$ cat config.mk
export PLATFORM = sky130hd
export DESIGN_NAME = pipe_hazard_ctrl
export DESIGN_NICKNAME = d
export VERILOG_FILES = /design/src/rtl/pipe_hazard_ctrl.sv
export SDC_FILE = /design/constraint.sdc
export NUM_CORES = 1
export LEC_CHECK = 0
export BUFFER_PORTS_ARGS = -buffer_cell sky130_fd_sc_hd__clkbuf_2
export CAP_MARGIN = 5
export CORE_MARGIN = 2
export CORE_UTILIZATION = 58
export CTS_BUF_LIST = sky130_fd_sc_hd__clkbuf_4
export DETAILED_ROUTE_END_ITERATION = 10
export GPL_TIMING_DRIVEN = 0
export PLACE_DENSITY = 0.94
export SLEW_MARGIN = 5
export SYNTH_ARGS = -nofsm -noshare
export SYNTH_HDL_FRONTEND = slang
export SYNTH_SLANG_ARGS = --single-unit
$ cat constraint.sdc
create_clock -name clk -period 3.15 [get_ports clk]
set_clock_uncertainty 0.15 [all_clocks]
set_input_delay 0 -clock clk [delete_from_list [all_inputs] [get_ports clk]]
set_output_delay 0 -clock clk [all_outputs]
set_load 0.05 [all_outputs]
$ cat src/rtl/pipe_hazard_ctrl.sv
// Stall, flush and forwarding controller for a 5-stage IF/ID/EX/ME/WB pipeline.
// Control outputs are combinational; state, counters and mem_err are registered.
module pipe_hazard_ctrl #(
   parameter int REG_INDEX_BIT_WIDTH = 4,
   parameter int MEM_TIMEOUT         = 64,
   parameter int CNT_BITS            = 16
) (
   input  logic                           clk,
   input  logic                           reset,
   input  logic [REG_INDEX_BIT_WIDTH-1:0] id_rs1,
   input  logic [REG_INDEX_BIT_WIDTH-1:0] id_rs2,
   input  logic                           id_use_rs1,
   input  logic                           id_use_rs2,
   input  logic [REG_INDEX_BIT_WIDTH-1:0] ex_rd,
   input  logic                           ex_wrReg,
   input  logic                           ex_isLoad,
   input  logic                           ex_br_taken,
   input  logic [REG_INDEX_BIT_WIDTH-1:0] me_rd,
   input  logic                           me_wrReg,
   input  logic                           mem_req,
   input  logic                           mem_ready,
   output logic                           pc_wrt_en,
   output logic                           if_wrt_en,
   output logic                           id_wrt_en,
   output logic                           ex_wrt_en,
   output logic                           me_wrt_en,
   output logic                           if_flush,
   output logic                           id_flush,
   output logic [1:0]                     fwd_a,
   output logic [1:0]                     fwd_b,
   output logic [1:0]                     state,
   output logic                           mem_err,
   output logic [CNT_BITS-1:0]            stall_cycles,
   output logic [CNT_BITS-1:0]            flush_count
);

   typedef enum logic [1:0] {
      RUN        = 2'd0,
      LOAD_STALL = 2'd1,
      FLUSH      = 2'd2,
      MEM_WAIT   = 2'd3
   } state_t;

   localparam logic [15:0]         TIMEOUT = 16'(MEM_TIMEOUT);
   localparam logic [CNT_BITS-1:0] CNT_MAX = '1;

   state_t              state_reg, state_next;
   logic [15:0]         wait_cnt_reg, wait_cnt_next;
   logic                mem_err_reg, mem_err_next;
   logic [CNT_BITS-1:0] stall_cnt_reg, stall_cnt_next;
   logic [CNT_BITS-1:0] flush_cnt_reg, flush_cnt_next;

   logic memwait, redirect, loaduse;

   assign memwait  = mem_req & ~mem_ready;
   assign redirect = ex_br_taken;
   assign loaduse  = ex_isLoad & ex_wrReg &
                     ((id_use_rs1 & (id_rs1 == ex_rd)) | (id_use_rs2 & (id_rs2 == ex_rd)));

   always_comb begin
      pc_wrt_en  = 1'b1;
      if_wrt_en  = 1'b1;
      id_wrt_en  = 1'b1;
      ex_wrt_en  = 1'b1;
      me_wrt_en  = 1'b1;
      if_flush   = 1'b0;
      id_flush   = 1'b0;
      state_next = RUN;
      if (!reset) begin
         if (memwait) begin
            pc_wrt_en  = 1'b0;
            if_wrt_en  = 1'b0;
            id_wrt_en  = 1'b0;
            ex_wrt_en  = 1'b0;
            me_wrt_en  = 1'b0;
            state_next = MEM_WAIT;
         end else if (redirect) begin
            // The ID instruction is squashed, so a coincident load-use needs no stall.
            if_flush   = 1'b1;
            id_flush   = 1'b1;
            state_next = FLUSH;
         end else if (loaduse) begin
            pc_wrt_en  = 1'b0;
            if_wrt_en  = 1'b0;
            id_flush   = 1'b1;
            state_next = LOAD_STALL;
         end
      end
   end

   // Operand forwarding: EX result wins over ME; loads in EX cannot forward yet.
   logic [1:0][REG_INDEX_BIT_WIDTH-1:0] rs_idx;
   logic [1:0][1:0]                     fwd_sel;

   assign rs_idx[0] = id_rs1;
   assign rs_idx[1] = id_rs2;

   generate
      for (genvar gi = 0; gi < 2; gi++) begin : g_fwd
         assign fwd_sel[gi] = reset                                         ? 2'b00 :
                              (ex_wrReg & ~ex_isLoad & (ex_rd == rs_idx[gi])) ? 2'b01 :
                              (me_wrReg & (me_rd == rs_idx[gi]))             ? 2'b10 :
                                                                               2'b00;
      end
   endgenerate

   assign fwd_a = fwd_sel[0];
   assign fwd_b = fwd_sel[1];

   always_comb begin
      wait_cnt_next  = 16'd0;
      mem_err_next   = mem_err_reg;
      stall_cnt_next = stall_cnt_reg;
      flush_cnt_next = flush_cnt_reg;
      if (memwait) begin
         wait_cnt_next = (wait_cnt_reg < TIMEOUT) ? wait_cnt_reg + 16'd1 : wait_cnt_reg;
         if (wait_cnt_reg >= TIMEOUT - 16'd1)
            mem_err_next = 1'b1;
      end
      if (!pc_wrt_en && stall_cnt_reg != CNT_MAX)
         stall_cnt_next = stall_cnt_reg + 1'b1;
      if (redirect && !memwait && flush_cnt_reg != CNT_MAX)
         flush_cnt_next = flush_cnt_reg + 1'b1;
   end

   always_ff @(posedge clk) begin
      if (reset) begin
         state_reg     <= RUN;
         wait_cnt_reg  <= 16'd0;
         mem_err_reg   <= 1'b0;
         stall_cnt_reg <= '0;
         flush_cnt_reg <= '0;
      end else begin
         state_reg     <= state_next;
         wait_cnt_reg  <= wait_cnt_next;
         mem_err_reg   <= mem_err_next;
         stall_cnt_reg <= stall_cnt_next;
         flush_cnt_reg <= flush_cnt_next;
      end
   end

   assign state        = state_reg;
   assign mem_err      = mem_err_reg;
   assign stall_cycles = stall_cnt_reg;
   assign flush_count  = flush_cnt_reg;

endmodule

# --- Word-level counts from Yosys, hierarchy flattened ---
# Index checks and enable logic that the tools add are counted.
word_totals:
  wordCells: 61
  reg_bits: 51
  out_inout_bits: 46
  in_bits: 26
op_classes:
  n_mux: 22
  eq_ne: 8
  reduce_logical: 7
  n_bitwise: 14
  order_cmp: 2
  add_sub_neg: 3
op_table:
  columns: ["op", "count"]
  rows:
  - ["$add A16 B1 Y16 const B", 3]
  - ["$ne A16 B16 Y1 const B", 2]
  - ["$eq A4 B4 Y1", 6]
  - ["$ge A16 B6 Y1 const B", 1]
  - ["$lt A16 B7 Y1 const B", 1]
  - ["$mux W2", 8]
  - ["$mux W1", 14]
  - ["$and A1 B1 Y1", 10]
  - ["$logic_and A1 B1 Y1", 3]
  - ["$not A1 Y1", 3]
  - ["$logic_not A1 Y1", 2]
  - ["$reduce_and A2 Y1", 1]
  - ["$reduce_or A2 Y1", 1]
  - ["$or A1 B1 Y1", 1]

# --- Depth between registers and ports, before layout ---
# Gate-level depths: netlist (run 1).
logic_depth:
  ltp_word: 10
  depth_mapped: 8
  mapped_depth_nobuf: 7

# --- Worst setup path before layout (run 1) ---
# OpenSTA, ideal clock, no wires.
synth_timing:
  path_kind: "input to output"
  startpoint: "input port id_rs1[0]"
  endpoint: "output port fwd_a[1]"
  required_time_ns: 3.000
  setup_slack_ns: 0.196
  stages: 3
  path_buffers: 0
  arrival_ns: 2.804
  path_cell_list: "xor2_1 -> nor4_4 -> a2111oi_0"
synth_via:
  elab_chain_cells: 5
  word_cells_on_any_way: 7
  classes_between: "eq/ne: 2; mux: 3; bitwise: 2"
synth_rtl:
  columns: ["element", "line", "source"]
  rows:
  - ["from (decl)", "10", "input logic [REG_INDEX_BIT_WIDTH-1:0] id_rs1,"]
  - ["$eq A4 B4 Y1", "102", "(me_wrReg & (me_rd == rs_idx[gi])) ? 2'b10 :"]
  - ["$and A1 B1 Y1", "102", null]
  - ["$mux W2", "102", null]
  - ["$mux W2 *", "101", "(ex_wrReg & ~ex_isLoad & (ex_rd == rs_idx[gi])) ? 2'b01 :"]
  - ["$mux W2 *", "100", "assign fwd_sel[gi] = reset ? 2'b00 :"]
  - ["to (decl)", "29", "output logic [1:0] fwd_a,"]
# Every way passes the cells marked *; elsewhere a longest branch is shown, timed or not.

# --- Final worst setup path (run 1) ---
layout_timing:
  startpoint: "input port mem_ready"
  endpoint: "output port pc_wrt_en"
layout_via:
  elab_chain_cells: 4
layout_rtl:
  columns: ["element", "line", "source"]
  rows:
  - ["from (decl)", "21", "input logic mem_ready,"]
  - ["$not A1 Y1", "55", "assign memwait = mem_req & ~mem_ready;"]
  - ["$and A1 B1 Y1", "55", null]
  - ["$mux W1", "70", "if (memwait) begin"]
  - ["$mux W1", "69", "if (!reset) begin"]
  - ["to (decl)", "22", "output logic pc_wrt_en,"]
# Every way passes these cells.

==> flow_summary.yaml, run 1 <==
cts:
  clock_latency_ps: 360
  postCtsSetupBuffers: 0
  clock_sinks: 51
  numCtsBuffers: 5
  cts_tree: "done"
  cts_htree_levels: 2
  cts_root_buffer: "clkbuf_4"
  clk_path_buf_depth: 2
  clk_pin_slew_ps: 130
sta:
  hold_slack_ps: 50.6
  fin_crit_sh_pct: 78.9
  tns_ps: 0
  setup_viol: 0
  finalMaxSlewViolations: 0
  final.min_clock_period_ps: 2480
  rsz0062_at_grt: "no"
  fmax_ghz: 0.402
  worst_pin_slew_ps: 767
  fin_ws_ps: 665
  slew_headroom_pct: 48.6
  final_hold_viol_count: 0
synthesis:
  synthMuxAreaShare_pct: 2.02
  syn_area_um2: 2480
  synthAdderAreaFrac_pct: 1.51
  synth_most_common_cell: "dfxtp_1"
  synth_compound_area_share_pct: 10.4
  ys_ff_latch: 51
  syn_avg_cell_area_um2: 8.92
  synthTopCellsByArea: "dfxtp_1 41%, xor2_1 8.1%, nor2_1 5.8%"
  synth_top_family_by_area: "simple AND/OR/NAND/NOR gates"
  synth-xor-area-share_pct: 13.1
  yosys.area_share.simple_pct: 29.1
  synthCells: 278
  synthTopCellsByCount: "51 x dfxtp_1, 38 x nor2_1, 23 x xor2_1"
  ys_seq_area_share_pct: 41.2
  synth.distinct_cells: 43
  yosysTopAreaCell: "dfxtp_1"
  async_reset_ff_share_pct: 0
  synth_top_cell_area_share_pct: 41.2
  synth_enable_flop_cells: 0
  ys.flop_type: "dfxtp_1"
  syn-num-nets: 307
  ys_warn_count: 0
finish:
  fin_cells: 413
  num-fill-cells: 286
  seq_area_um2: 1020
  nets: 393
  area_growth_pct: 21.9
  layout-drive-gt1-share_pct: 24.8
  multi_input_area_um2: 1390
  n_antenna_cell: 0
run:
  max_cap_violations: 0
floorplan:
  dieArea_um2: 4810
  fp.dieH_um: 69.4
  fp-row-count: 23
  coreArea_um2: 4060
  die_w_um: 69.4
  start_util_pct: 61.1
  ios: 72
global_routing:
  grt_pass1_wl_um: 9740
  grt_overflow: 0
  track_usage_pct: 24.5
  grt_max_degree: 14
  grt_pass1_vias: 2228
  antenna_found_initial: 0
routing:
  wire_per_inst_um: 13.9
  drtIter0Drc: 109
  drt.antenna.violating_nets: 0
  dr.pass1.iters: 4
  via_per_inst: 5.72
  wirelength_um: 5730
  drt_drc_violations_left: 0
  vias: 2364
min_path:
  min_from: "ex_isLoad"
  hold_class: "input port to flop"
  hold_path_depth: 5
  min_to: "stall_cycles[12]$_SDFFE_PP0P_"
power:
  power.density_nw_per_um2: 357
  vdd_drop_max_mv: 0.254
  finalPower_w: 0.00108
  leakage_nw: 1.27
worst_setup_path:
  worstPathRequired_ps: 3000
  criticalPathCategory: "input port to output port"
  worstPathMaxFanout: 11
  r2r-end: "stall_cycles[6]$_SDFFE_PP0P_"
  endpoint_kind: "output port"
  crit_family: "buffers and inverters"
  worstPathArrival_ps: 2330
  crit_chain: "dlygate4sd3_1 -> clkbuf_2 -> nand2b_1 -> nor2_1 -> clkinv_1 -> o41ai_2 -> inv_1 -> buf_4 -> clkbuf_2"
  r2r_cells: 8
  start_kind: "input port"
  rr_startpoint: "stall_cycles[0]$_SDFFE_PP0P_"
  reg2reg_slack_ps: 850
  critPathMaxStageDelay_ps: 530
  crit_path_top_delay_cell: "dlygate4sd3_1"
  cp_common_cell: "clkbuf_2"
  path_buf_inv: 6
placed_design:
  port_buffers: 71
  pre_cts_slack_ps: 905
  dp_hpwl_um: 4230
  gp_congestion: 0.903
  dp.cells: 399
outcome:
  status: "complete, no violations"
[worst register-to-register path, cell delays in order, from the launching register on]
cell and delay, ps:
dfxtp_1 370, ha_1 260, and4_4 200, buf_6 120
a41o_1 240, a21o_1 210, buf_2 190, or3_1 360
a21oi_1 140
[worst max path at each step]
stage / startpoint / to / cells after the start
6_report: mem_ready / pc_wrt_en / 9
5_1_grt: mem_ready / pc_wrt_en / 9
4_1_cts: mem_ready / pc_wrt_en / 9
3_5_place_dp: stall_cycles[0]$_SDFFE_PP0P_ / stall_cycles[6]$_SDFFE_PP0P_ / 8
3_3_place_gp: stall_cycles[0]$_SDFFE_PP0P_ / stall_cycles[6]$_SDFFE_PP0P_ / 8
2_1_floorplan: id_rs1[0] / fwd_a[1] / 3
[cell usage in the layout, fill, tap and decap left out, drive strengths merged, types with 4 or more instances in the layout]
cell         instances
and3                 5
a21oi               15
dlygate4sd3          8
and4                 4
nand4               10
and2                10
dfxtp               51
xnor2               14
nand2               20
mux2i                5
clkbuf              82
buf                  5
o21ai                8
or4                  5
nor2                38
nand2b               5
nand3               15
or3                  5
xor2                23
[cell families after synthesis]
group,count (synthesis)
AND/OR/NAND/NOR,129
AO/OA/AOI/OAI,40
XOR/XNOR,37
buffers and inverters,13
flip-flops,51
adder cells (fa/ha/maj),3
multiplexers,5
[report_power, final]
part	total [W]	internal (W)	switching (W)
registers	0.000655	0.000651	0.00000474
logic	0.000150	0.0000524	0.0000974
clock network	0.000275	0.0000885	0.000187
[cell type report]
class	instances	share of cell area, %
Buffer	10	1.90
Inverter	3	0.373
Timing Repair Buffer	79	14.4
Clock buffer	6	1.49
Sequential cell	51	33.8
Multi-Input combinational cell	214	46.0
Tap cell	50	2.07
[per-layer routing]
metal / share of wire, % / wire (um) / vias to the layer above / track usage [%]
met5: 0 / 0 / - / 0
met2: 48 / 2780 / 85 / 41.6
met3: 5.5 / 316 / 13 / 5.52
met4: 2.4 / 135 / 0 / 11.8
li1: - / - / 1150 / -
met1: 44 / 2500 / 1116 / 29.2
[timing repair]
item | CTS | global route
endpoints found under the hold margin | 13 | 0
hold buffers | 8 | 0
gates resized for setup | 0 | 0
[metrics by stage]
step | utilization, % | area, um^2
final | 74.5 | 3020
after global routing | 74.5 | 3020
after CTS | 74.5 | 3020
after detailed placement | 71.4 | 2900
after global placement | 71.4 | 2900
after floorplan | - | 2480
(Power assumes the default switching activity.)
==> run 2: changes to the inputs <==
--- a/config.mk
+++ b/config.mk
@@ -8,11 +8,11 @@
 export BUFFER_PORTS_ARGS = -buffer_cell sky130_fd_sc_hd__clkbuf_2
 export CAP_MARGIN = 5
 export CORE_MARGIN = 2
-export CORE_UTILIZATION = 58
+export CORE_UTILIZATION = 48
 export CTS_BUF_LIST = sky130_fd_sc_hd__clkbuf_4
 export DETAILED_ROUTE_END_ITERATION = 10
 export GPL_TIMING_DRIVEN = 0
-export PLACE_DENSITY = 0.94
+export PLACE_DENSITY = 0.84
 export SLEW_MARGIN = 5
 export SYNTH_ARGS = -nofsm -noshare
 export SYNTH_HDL_FRONTEND = slang
==> constraint.sdc (replaced) <==
create_clock -name clk -period 2.2 [get_ports clk]
set_clock_uncertainty 0.15 [all_clocks]
set_input_delay 0 -clock clk [delete_from_list [all_inputs] [get_ports clk]]
set_output_delay 0 -clock clk [all_outputs]
set_load 0.05 [all_outputs]
==> run 2 against run 1 <==
Sequential cell count unchanged. Sequential share of layout area down 0.91 points. Non-clock buffer count grew 3. Register-to-register slack got worse by 790 ps. Critical path depth shrank 3. Setup slack got worse by 610 ps. Clock power up 49%. Global-route usage is 3.2 points lower. Routed wire length is 3.2% higher. Count of clock-buffer cells in the layout did not move. Design area is 4.1% higher. Largest cell class unchanged.
==> flow_summary.yaml, run 2 (synthesis results as in run 1) <==
power:
  power.density_nw_per_um2: 499
  finalPower_w: 0.00157
  vdd_drop_max_mv: 0.427
  leakage_nw: 1.30
min_path:
  hold_class: "input port to flop"
  min_from: "mem_req"
sta:
  rsz0062_at_grt: "no"
  fin_crit_sh_pct: 97.4
  final.min_clock_period_ps: 2140
  finalMaxSlewViolations: 0
  final_hold_viol_count: 0
  tns_ps: 0
  setup_viol: 0
  fmax_ghz: 0.467
  slew_headroom_pct: 66.2
  worst_pin_slew_ps: 505
worst_setup_path:
  r2r_cells: 6
  worstPathArrival_ps: 2300
  worstPathRequired_ps: 2360
  reg2reg_slack_ps: 60
  endpoint: "stall_cycles[15]$_SDFFE_PP0P_"
  start_kind: "flop"
  endpoint_kind: "flop"
  rr_startpoint: "stall_cycles[4]$_SDFFE_PP0P_"
  r2r-end: "stall_cycles[15]$_SDFFE_PP0P_"
  criticalPathCategory: "flop to flop"
  crit_start: "stall_cycles[4]$_SDFFE_PP0P_"
  worstPathMaxFanout: 7
finish:
  area_growth_pct: 26.9
  multi_input_area_um2: 1450
  num-fill-cells: 446
  final_cell_mix: "72 x clkbuf_2, 42 x dfxtp_1, 38 x nor2_1"
  seq_area_um2: 1030
  final_cell_area_um2: 3150
  final_common_cell: "clkbuf_2"
  layout-drive-gt1-share_pct: 30.9
  n_antenna_cell: 0
  nets: 396
cts:
  cts_htree_levels: 2
  clock_sinks: 51
  clk_pin_slew_ps: 140
  clock_latency_ps: 370
  numCtsBuffers: 5
  clk_path_buf_depth: 2
  cts_root_buffer: "clkbuf_4"
  cts_tree: "done"
routing:
  dr.pass1.iters: 4
  drtIter0Drc: 67
  via_per_inst: 5.29
  drt_drc_violations_left: 0
  wire_per_inst_um: 13.6
  drt.antenna.violating_nets: 0
  wirelength_um: 5910
  vias: 2308
placed_design:
  gp_congestion: 0.953
  placed_cell_area_um2: 2950
  dp_hpwl_um: 4170
  port_buffers: 71
floorplan:
  coreArea_um2: 5040
  fp.dieH_um: 75.9
  dieArea_um2: 5760
  fp-row-count: 26
  ios: 72
  start_util_pct: 49.2
  die_w_um: 75.9
global_routing:
  grt_pass1_wl_um: 9470
  grt_max_degree: 14
  track_usage_pct: 21.3
  antenna_found_initial: 0
  grt_pass1_vias: 2120
  grt_overflow: 0
run:
  max_cap_violations: 0
outcome:
  status: "complete, no violations"
-- run 2: changes by cell type in the layout (fill, tap and decap cells not counted), sizes merged --
cell         before  now
buf               5    7
dlygate4sd3       8   10
clkbuf           82   81
clkinv            1    0
inv               2    3
-- run 2: layer usage --
metal,global-route usage (%),wire length [um],vias up
met1,27.0,2660,1079
li1,-,-,1166
met3,6.35,231,12
met4,5.65,106,0
met5,0,0,-
met2,35.2,2910,51
-- run 2: layout make-up --
type / count / share of cell area, %
Buffer: 8 / 1.47
Clock buffer: 6 / 1.43
Inverter: 3 / 0.358
Multi-Input combinational cell: 214 / 45.9
Sequential cell: 51 / 32.9
Tap cell: 70 / 2.78
Timing Repair Buffer: 84 / 15.2
-- run 2: worst min path at each step --
| stage | end | slack, ps | cells past startpoint |
|---|---|---|---|
| after detailed placement | state[1]$_SDFF_PP0_ | 200 | 3 |
| after CTS | wait_cnt_reg[8]$_SDFFE_PP0N_ | 3 | 4 |
| after global routing | stall_cycles[12]$_SDFFE_PP0P_ | 40 | 5 |
| after global placement | state[1]$_SDFF_PP0_ | 180 | 3 |
| final | wait_cnt_reg[8]$_SDFFE_PP0N_ | 30 | 4 |
| after floorplan | state[1]$_SDFF_PP0_ | -30 | 2 |
-- run 2: per-stage QoR --
| step | instances | worst slack (ps) | hold WS, ps | utilization [%] |
|---|---|---|---|---|
| after floorplan | 278 | 20.6 | -29.3 | - |
| after global placement | 419 | 29.1 | 183 | 58.5 |
| after detailed placement | 419 | 3.56 | 195 | 58.5 |
| after CTS | 437 | 2.64 | 3.26 | 61.7 |
| after global routing | 436 | 18.4 | 37.0 | 62.4 |
| final | 436 | 57.5 | 28.2 | 62.4 |
-- run 2: critical path: stages (launching register included) --
cell and delay, ps:
dfxtp_4 380, and4_4 190, and4_4 220, a41o_4 290, a21o_4 200, or4_1 490
a21oi_1 160
-- run 2: what timing repair did --
action,4_1_cts,5_1_grt
gates resized for setup,1,11
buffers inserted,2,1
endpoints found under the setup margin,4,20
hold buffers,10,0
pin swaps,1,3
endpoints found under the hold margin,13,0
-- run 2: power by group --
group	internal, W	switching (W)
clock network	0.000127	0.000283
registers	0.000931	0.00000623
logic	0.0000817	0.000142
total	0.00114	0.000431
==> run 3: changes to the inputs <==
--- a/config.mk
+++ b/config.mk
@@ -12,8 +12,9 @@
 export CTS_BUF_LIST = sky130_fd_sc_hd__clkbuf_4
 export DETAILED_ROUTE_END_ITERATION = 10
 export GPL_TIMING_DRIVEN = 0
-export PLACE_DENSITY = 0.84
+export PLACE_DENSITY = 0.76
 export SLEW_MARGIN = 5
 export SYNTH_ARGS = -nofsm -noshare
 export SYNTH_HDL_FRONTEND = slang
 export SYNTH_SLANG_ARGS = --single-unit
+export TNS_END_PERCENT = 20
==> constraint.sdc (replaced) <==
create_clock -name clk -period 1.8 [get_ports clk]
set_clock_uncertainty 0.15 [all_clocks]
set_input_delay 0 -clock clk [delete_from_list [all_inputs] [get_ports clk]]
set_output_delay 0 -clock clk [all_outputs]
set_load 0.05 [all_outputs]
==> run 3 against run 2 <==
The run now ends with setup timing left. Count of clock-buffer cells in the layout decreased by 1. Critical path type unchanged. Register-to-register slack got worse by 340 ps. Sequential share of layout area decreased by 2.0 points. Design area increased by 11%. Sequential power increased by 22%. Fmax increased by 2.7%. Largest cell class unchanged.
==> flow_summary.yaml, run 3 (synthesis results as in run 1) <==
outcome:
  status: "complete, but fails checks"
  violations: "setup timing"
sta:
  final_hold_viol_count: 0
  worst_pin_slew_ps: 523
  hold_slack_ps: 1.11
  slew_headroom_pct: 65.0
  fin_crit_sh_pct: 116
  final.min_clock_period_ps: 2090
  fin_ws_ps: -286
  finalMaxSlewViolations: 0
  fmax_ghz: 0.479
  rsz0062_at_grt: "yes"
  setup_viol: 23
finish:
  nets: 410
  final_common_cell: "clkbuf_2"
  final_cell_mix: "65 x clkbuf_2, 36 x nor2_1, 30 x dfxtp_1"
  area_growth_pct: 40.6
  n_antenna_cell: 0
  layout-drive-gt1-share_pct: 40.1
routing:
  wl_met2_um: 3230
  wl_met1_um: 2790
  wire_per_inst_um: 14.2
  drtIter0Drc: 106
  met3_length_um: 261
  drt_drc_violations_left: 0
  drt.antenna.violating_nets: 0
  via_per_inst: 5.30
  dr.pass1.iters: 5
  vias: 2395
  highest_layer: "met4"
  wirelength_um: 6430
floorplan:
  fp-row-count: 26
  dieArea_um2: 5760
  fp.dieH_um: 75.9
  start_util_pct: 49.2
  coreArea_um2: 5040
  ios: 72
  die_w_um: 75.9
cts:
  clock_latency_ps: 370
  clk_pin_slew_ps: 150
  cts_root_buffer: "clkbuf_4"
  numCtsBuffers: 5
  clk_path_buf_depth: 2
  cts_tree: "done"
  cts_htree_levels: 2
  clock_sinks: 51
worst_setup_path:
  worstPathMaxFanout: 5
  crit_start: "stall_cycles[2]$_SDFFE_PP0P_"
  criticalPathCategory: "flop to flop"
  worstPathRequired_ps: 1960
  endpoint_kind: "flop"
  rr_startpoint: "stall_cycles[2]$_SDFFE_PP0P_"
  start_kind: "flop"
  worstPathArrival_ps: 2250
run:
  max_cap_violations: 0
placed_design:
  pre_cts_slack_ps: -405
  gp_congestion: 0.913
  port_buffers: 71
  dp_hpwl_um: 4280
global_routing:
  antenna_found_initial: 0
  grt_max_degree: 16
  track_usage_pct: 22.4
  grt_pass1_vias: 2138
  grt_pass1_wl_um: 9930
  grt_overflow: 0
power:
  vdd_drop_max_mv: 0.527
  clock_power_share_pct: 25.9
  intPower_w: 0.00140
  power_switching_w: 0.000566
  power.density_nw_per_um2: 564
  pwr-share-comb_pct: 16.3
  finalPower_w: 0.00197
  p_sw_share_pct: 28.8
  leakage_nw: 1.44
  power_frac_seq_pct: 57.8
min_path:
  min_from: "reset"
  hold_class: "input port to flop"
## run 3: layout make-up
cell class	instances	area, um^2
inverter	3	12.5
multi-input combinational	214	1580
sequential	51	1070
clock inverter	3	13.8
timing repair buffer	97	614
clock buffer	5	37.5
buffer	9	66.3
tap	70	87.6
fill	406	1560
## run 3: critical path, cell delays in order (launching register included)
cell and delay, ps:
dfxtp_4 370, and4_4 180, and4_4 180, a41o_1 240, a21o_1 220, buf_4 150
or4_1 400, a21oi_1 130
## run 3: repair_timing
action                                 CTS  global route
setup endpoints to repair               33            38
resized for setup                       14            44
setup buffers                           11             6
hold buffers                             6             3
endpoints found under the hold margin    8             2
pin swaps                               16            18
## run 3: path summary, 6_finish.rpt
| check | to | slack, ps | depth (start not counted) |
|---|---|---|---|
| worst max-delay path | stall_cycles[15]$_SDFFE_PP0P_ | -290 | 7 |
| worst min register to register | wait_cnt_reg[15]$_SDFFE_PP0N_ | 330 | 1 |
| worst min-delay path | wait_cnt_reg[0]$_SDFFE_PP0N_ | 1 | 4 |
| worst max register to register | stall_cycles[15]$_SDFFE_PP0P_ | -290 | 7 |
## run 3: stage by stage
stage	area, um^2	TNS, ps	cells	util [%]
finish	3490	-2890	452	69.2
global route	3490	-5090	452	69.2
CTS	3260	-3140	443	64.6
detailed placement	3020	-7340	419	60.0
global placement	3020	-6420	419	60.0
floorplan	2580	-4530	278	-
## run 3: power by group through the flow
| stage | Clock (W) | Combinational, W | Sequential [W] |
|---|---|---|---|
| 2_1_floorplan | 0 | 0.000138 | 0.00119 |
| 3_3_place_gp | 0 | 0.000246 | 0.00116 |
| 3_5_place_dp | 0 | 0.000251 | 0.00116 |
| 4_1_cts | 0.000516 | 0.000279 | 0.00114 |
| 5_1_grt | 0.000561 | 0.000342 | 0.00114 |
| 6_report | 0.000509 | 0.000320 | 0.00114 |
## run 3: metal layers
layer  global-route usage [%]  vias up
met5                        0        -
met4                     6.24        0
met3                     5.03       12
met2                     38.5       62
met1                     28.3     1129
li1                         -     1192
